==> src/rtl/serial_pkg.sv <==
// Shared types and default constants for the serial transmitter.
package serial_pkg;

   localparam int unsigned CLKS_PER_BIT = 434;
   localparam int unsigned DATA_WIDTH   = 8;

   typedef enum logic [1:0] {
      IDLE  = 2'd0,
      START = 2'd1,
      DATA  = 2'd2,
      STOP  = 2'd3
   } tx_state_t;

endpackage : serial_pkg

==> src/rtl/bit_timer.sv <==
// Baud counter: runs 0..CLKS_PER_BIT-1 while enabled, held at 0 otherwise.
module bit_timer #(
   parameter int unsigned CLKS_PER_BIT = serial_pkg::CLKS_PER_BIT
) (
   input  logic clock,
   input  logic reset_L,
   input  logic en,
   output logic tick
);

   localparam int unsigned CNT_W = (CLKS_PER_BIT > 1) ? $clog2(CLKS_PER_BIT) : 1;
   localparam logic [CNT_W-1:0] LAST_CNT = CNT_W'(CLKS_PER_BIT - 1);

   logic [CNT_W-1:0] r_count;

   // Count cycles within the current bit; restart from 0 whenever disabled.
   always_ff @(posedge clock or negedge reset_L) begin
      if (!reset_L) begin
         r_count <= '0;
      end else if (!en) begin
         r_count <= '0;
      end else if (r_count == LAST_CNT) begin
         r_count <= '0;
      end else begin
         r_count <= r_count + CNT_W'(1);
      end
   end

   // Last cycle of the current bit.
   assign tick = (r_count == LAST_CNT);

endmodule : bit_timer

==> src/rtl/serial_transmitter.sv <==
// UART-style transmitter: start bit, LSB-first payload, STOP_BITS stop bits.
module serial_transmitter
   import serial_pkg::*;
#(
   parameter int unsigned CLKS_PER_BIT = serial_pkg::CLKS_PER_BIT,
   parameter int unsigned DATA_WIDTH   = serial_pkg::DATA_WIDTH,
   parameter int unsigned STOP_BITS    = 1
) (
   input  logic                  clock,
   input  logic                  reset_L,
   input  logic [DATA_WIDTH-1:0] data,
   input  logic                  send,
   output logic                  ready,
   output logic                  tx,
   output logic                  busy,
   output logic                  done
);

   localparam int unsigned IDX_W = (DATA_WIDTH > 1) ? $clog2(DATA_WIDTH) : 1;
   localparam logic [IDX_W-1:0] LAST_IDX = IDX_W'(DATA_WIDTH - 1);
   localparam logic ONE_STOP = 1'(STOP_BITS == 1);

   tx_state_t             r_state;
   logic [DATA_WIDTH-1:0] r_shreg;
   logic [IDX_W-1:0]      r_bit_idx;
   logic                  r_last_stop;
   logic                  r_tx;
   logic                  r_ready;
   logic                  r_busy;

   logic                  w_tick;
   logic                  w_timer_en;

   assign w_timer_en = (r_state != IDLE);

   bit_timer #(
      .CLKS_PER_BIT (CLKS_PER_BIT)
   ) u_bit_timer (
      .clock   (clock),
      .reset_L (reset_L),
      .en      (w_timer_en),
      .tick    (w_tick)
   );

   // Frame sequencer: owns the line, the payload shifter and the handshake flags.
   always_ff @(posedge clock or negedge reset_L) begin
      if (!reset_L) begin
         r_state     <= IDLE;
         r_shreg     <= '0;
         r_bit_idx   <= '0;
         r_last_stop <= 1'b0;
         r_tx        <= 1'b1;
         r_ready     <= 1'b1;
         r_busy      <= 1'b0;
      end else begin
         case (r_state)
            IDLE: begin
               if (send) begin
                  r_shreg   <= data;
                  r_bit_idx <= '0;
                  r_tx      <= 1'b0;
                  r_ready   <= 1'b0;
                  r_busy    <= 1'b1;
                  r_state   <= START;
               end
            end
            START: begin
               if (w_tick) begin
                  r_tx    <= r_shreg[0];
                  r_shreg <= r_shreg >> 1;
                  r_state <= DATA;
               end
            end
            DATA: begin
               if (w_tick) begin
                  if (r_bit_idx == LAST_IDX) begin
                     r_tx        <= 1'b1;
                     r_last_stop <= ONE_STOP;
                     r_state     <= STOP;
                  end else begin
                     r_bit_idx <= r_bit_idx + IDX_W'(1);
                     r_tx      <= r_shreg[0];
                     r_shreg   <= r_shreg >> 1;
                  end
               end
            end
            STOP: begin
               if (w_tick) begin
                  if (r_last_stop) begin
                     r_last_stop <= 1'b0;
                     r_bit_idx   <= '0;
                     r_ready     <= 1'b1;
                     r_busy      <= 1'b0;
                     r_state     <= IDLE;
                  end else begin
                     r_last_stop <= 1'b1;
                  end
               end
            end
            default: begin
               r_state <= IDLE;
            end
         endcase
      end
   end

   // Outputs come straight from registers; done marks the final cycle of the last stop bit.
   assign tx    = r_tx;
   assign ready = r_ready;
   assign busy  = r_busy;
   assign done  = r_last_stop & w_tick;

endmodule : serial_transmitter

==> config.mk <==
export PLATFORM = sky130hd
export DESIGN_NAME = serial_transmitter
export DESIGN_NICKNAME = d
export VERILOG_FILES = /design/src/rtl/serial_pkg.sv /design/src/rtl/bit_timer.sv /design/src/rtl/serial_transmitter.sv
export SDC_FILE = /design/constraint.sdc
export NUM_CORES = 1
export LEC_CHECK = 0
export ABC_AREA = 1
export CAP_MARGIN = 20
export CELL_PAD_IN_SITES_DETAIL_PLACEMENT = 1
export CELL_PAD_IN_SITES_GLOBAL_PLACEMENT = 2
export CORE_ASPECT_RATIO = 0.6
export CORE_MARGIN = 3
export CORE_UTILIZATION = 34
export CTS_BUF_LIST = sky130_fd_sc_hd__clkbuf_4 sky130_fd_sc_hd__clkbuf_8 sky130_fd_sc_hd__clkbuf_16
export DETAILED_ROUTE_END_ITERATION = 6
export GPL_ROUTABILITY_DRIVEN = 0
export PLACE_DENSITY_LB_ADDON = 0.1
export SLEW_MARGIN = 0
export SYNTH_ARGS = -nofsm -noshare
export SYNTH_HDL_FRONTEND = slang
export SYNTH_SLANG_ARGS = --single-unit
==> constraint.sdc <==
create_clock -name clock -period 2 [get_ports clock]
set_input_delay 0.6 -clock clock [delete_from_list [all_inputs] [get_ports clock]]
set_output_delay 0.6 -clock clock [all_outputs]
set_load 0.03 [all_outputs]
==> impl_metrics.yaml <==
drt:
  vias: 1165
  wl_mm: 3.42
  drt_iter0_drc: 58
  ant_nets: 0
  drcViolationCount: 0
  routedWlPerCell_um: 14.0
  vias_per_cell: 4.76
  drtPass1Iterations: 4
global_routing:
  grt_max_degree: 27
  track_usage_pct: 14.5
  grt-ovfl-total: 0
  grt_antenna_before_repair: 0
  first_global_vias: 1232
  grt_pass1_wl_mm: 6.10
worst_hold_path:
  hold-path-cell-count: 2
  hold_path_class: "reg2reg"
yosys:
  avgSynthCellArea_um2: 8.89
  syn_inst: 166
  synthFlopType: "dfrtp_1"
  synth_top_area_share_pct: 40.7
  yosysTopAreaCell: "dfrtp_1"
  synth-seq-cells: 26
  synth_nets: 186
  synth_edf_count: 0
  yosysWarnings: 0
  synthArstFlopShare_pct: 100
  syn_area_mm2: 0.00148
  synth.distinct_cells: 29
  yosys-top-cells-area: "dfrtp_1 (41%), nand2_1 (11%), ha_1 (7.6%)"
  synth.yosys.seq_area_share_pct: 44.2
cts:
  clk_latency_ns: 0.27
  clockBufferDepth: 2
  postCtsHoldBufs: 0
  cts_tree: "yes"
  cts_buffers: 3
  clk_pin_slew_ns: 0.09
  h-tree-depth: 1
  cts-root-buf: "clkbuf_8"
  cts_sinks: 26
placed_design:
  place_hpwl_mm: 2.84
  portBuffers: 14
  dp_cells: 238
sta:
  finalCritPeriodShare_pct: 99.0
  hold_violations: 0
  period_minus_slack_ns: 1.98
  finClkSkew_ns: 0.00693
  fmax_ghz: 0.505
  hold_ws_ns: 0.472
  drv_slew: 0
  relSlewSlack_pct: 74.9
  rsz0062_at_grt: "true"
  setup_viol: 0
  worstMarginPinSlew_ns: 0.374
worst_setup_path:
  crit_type: "reg2out"
  arrival_ns: 1.38
  cp-start-kind: "register"
  cp_max_fo: 2
  r2r_cells: 8
  worstPathRequired_ns: 1.40
  end_kind: "primary output"
finish:
  finalNonFillerCells: 245
  area_delta_synth_final_pct: 20.0
  drive_above_1_share_pct: 19.1
  final_nets: 209
  antenna_cells: 0
run:
  drv_cap: 0
floorplan:
  die_x_um: 91.1
  initial_utilization_pct: 37.7
  die_area_mm2: 0.00520
  dieHeight_um: 57.0
  placementRows: 17
  core_area_mm2: 0.00391
  ioPinCount: 15
power:
  ir_drop_v: 0.000471
  p_per_area_mw_per_mm2: 1490
  p_leak_nw: 0.901
  total_power_mw: 2.63
status:
  status: "completed"
-- cell families (layout without fill, tap and decap cells) --
group           Yosys count  after routing  synth area share, %
compound gates           21             21                 10.1
xor+xnor                  2              2                 1.19
buf+inv                  19             41                 5.42
mux                       7              7                 4.75
flops                    26             26                 44.2
fa+ha+maj                 9              9                 7.63
simple gates             82             82                 26.7
-- power breakdown --
part	switching [mW]	total [mW]	internal [mW]
Sequential	0.112	0.818	0.705
Clock	0.155	0.311	0.156
Combinational	0.927	1.50	0.575
-- layout make-up --
class | count | area (um2)
timing repair buffer | 20 | 184
clock buffer | 4 | 48.8
tap | 57 | 71.3
fill | 475 | 2140
inverter | 17 | 63.8
sequential | 26 | 653
multi-input combinational | 121 | 751
-- cell usage after synthesis, drive strengths merged (2+ instances only) --
master and instances:
inv 17, or2 2, nand4 3, dfrtp 24, buf 2, a21oi 6
nor2 14, nand2 48, o21ai 14, nand3 9, mux2i 7, ha 9
dfstp 2, nand3b 2, nor3 3
-- through the flow --
| stage | area, um2 | TNS, ns | util [%] | worst slack, ns |
|---|---|---|---|---|
| 5_1_grt | 1770 | -0.0561 | 45.3 | -0.0561 |
| 3_3_place_gp | 1690 | 0 | 43.2 | 0.179 |
| 6_report | 1770 | 0 | 45.3 | 0.0202 |
| 4_1_cts | 1750 | 0 | 44.6 | 0.00949 |
| 2_1_floorplan | 1480 | 0 | - | 0.135 |
| 3_5_place_dp | 1690 | 0 | 43.2 | 0.127 |
-- cells in the final DEF, fill, tap and decap left out, types with 4 or more instances in the layout --
cell              n
o21ai_0           4
ha_1              9
inv_1            16
a21oi_1           5
clkdlybuf4s50_1  11
dfrtp_1          24
nand2_1          43
mux2i_1           7
buf_4             6
nor2_1           11
o21ai_2          10
nand3_1           9
-- worst max-delay path, stage by stage, from the launching register on --
cell and delay [ns]:
dfrtp_1 0.40, inv_1 0.06, ha_1 0.13, nand2_1 0.06
nor2_2 0.17, nand2_4 0.08, nor2_4 0.09, buf_6 0.13
-- what timing repair did --
item                                   CTS  global route
resized for setup                        2             3
gates cloned                             0             0
endpoints found under the hold margin    0             0
setup endpoints to repair                3             1
buffers inserted                         1             2
pin swaps                                1             2
-- flip-flops by register name, indices dropped and copies added (netlist names) --
name and cells:
r_last_stop 1, busy 1, u_bit_timer.r_count 9, r_bit_idx 3
tx 1, ready 1, r_state 2, r_shreg 8
-- metal layers --
layer,vias up,wire length [um],track usage (%)
met3,0,148,3.95
met2,18,1360,20.4
li1,584,-,-
met1,563,1910,23.0
met5,-,0,0
met4,0,0,0.644
-- final timing paths --
path                                         from  slack (ns)                      to
max                        u_bit_timer.r_count[1]        0.02                    done
min                                         ready        0.47                   ready
max reg2reg                            r_state[0]        0.19              r_shreg[7]
min reg2reg                                 ready        0.47                   ready
max in group asynchronous                 reset_L        1.00                      tx
min in group asynchronous                 reset_L        0.70  u_bit_timer.r_count[0]
(Power assumes the default switching activity.)
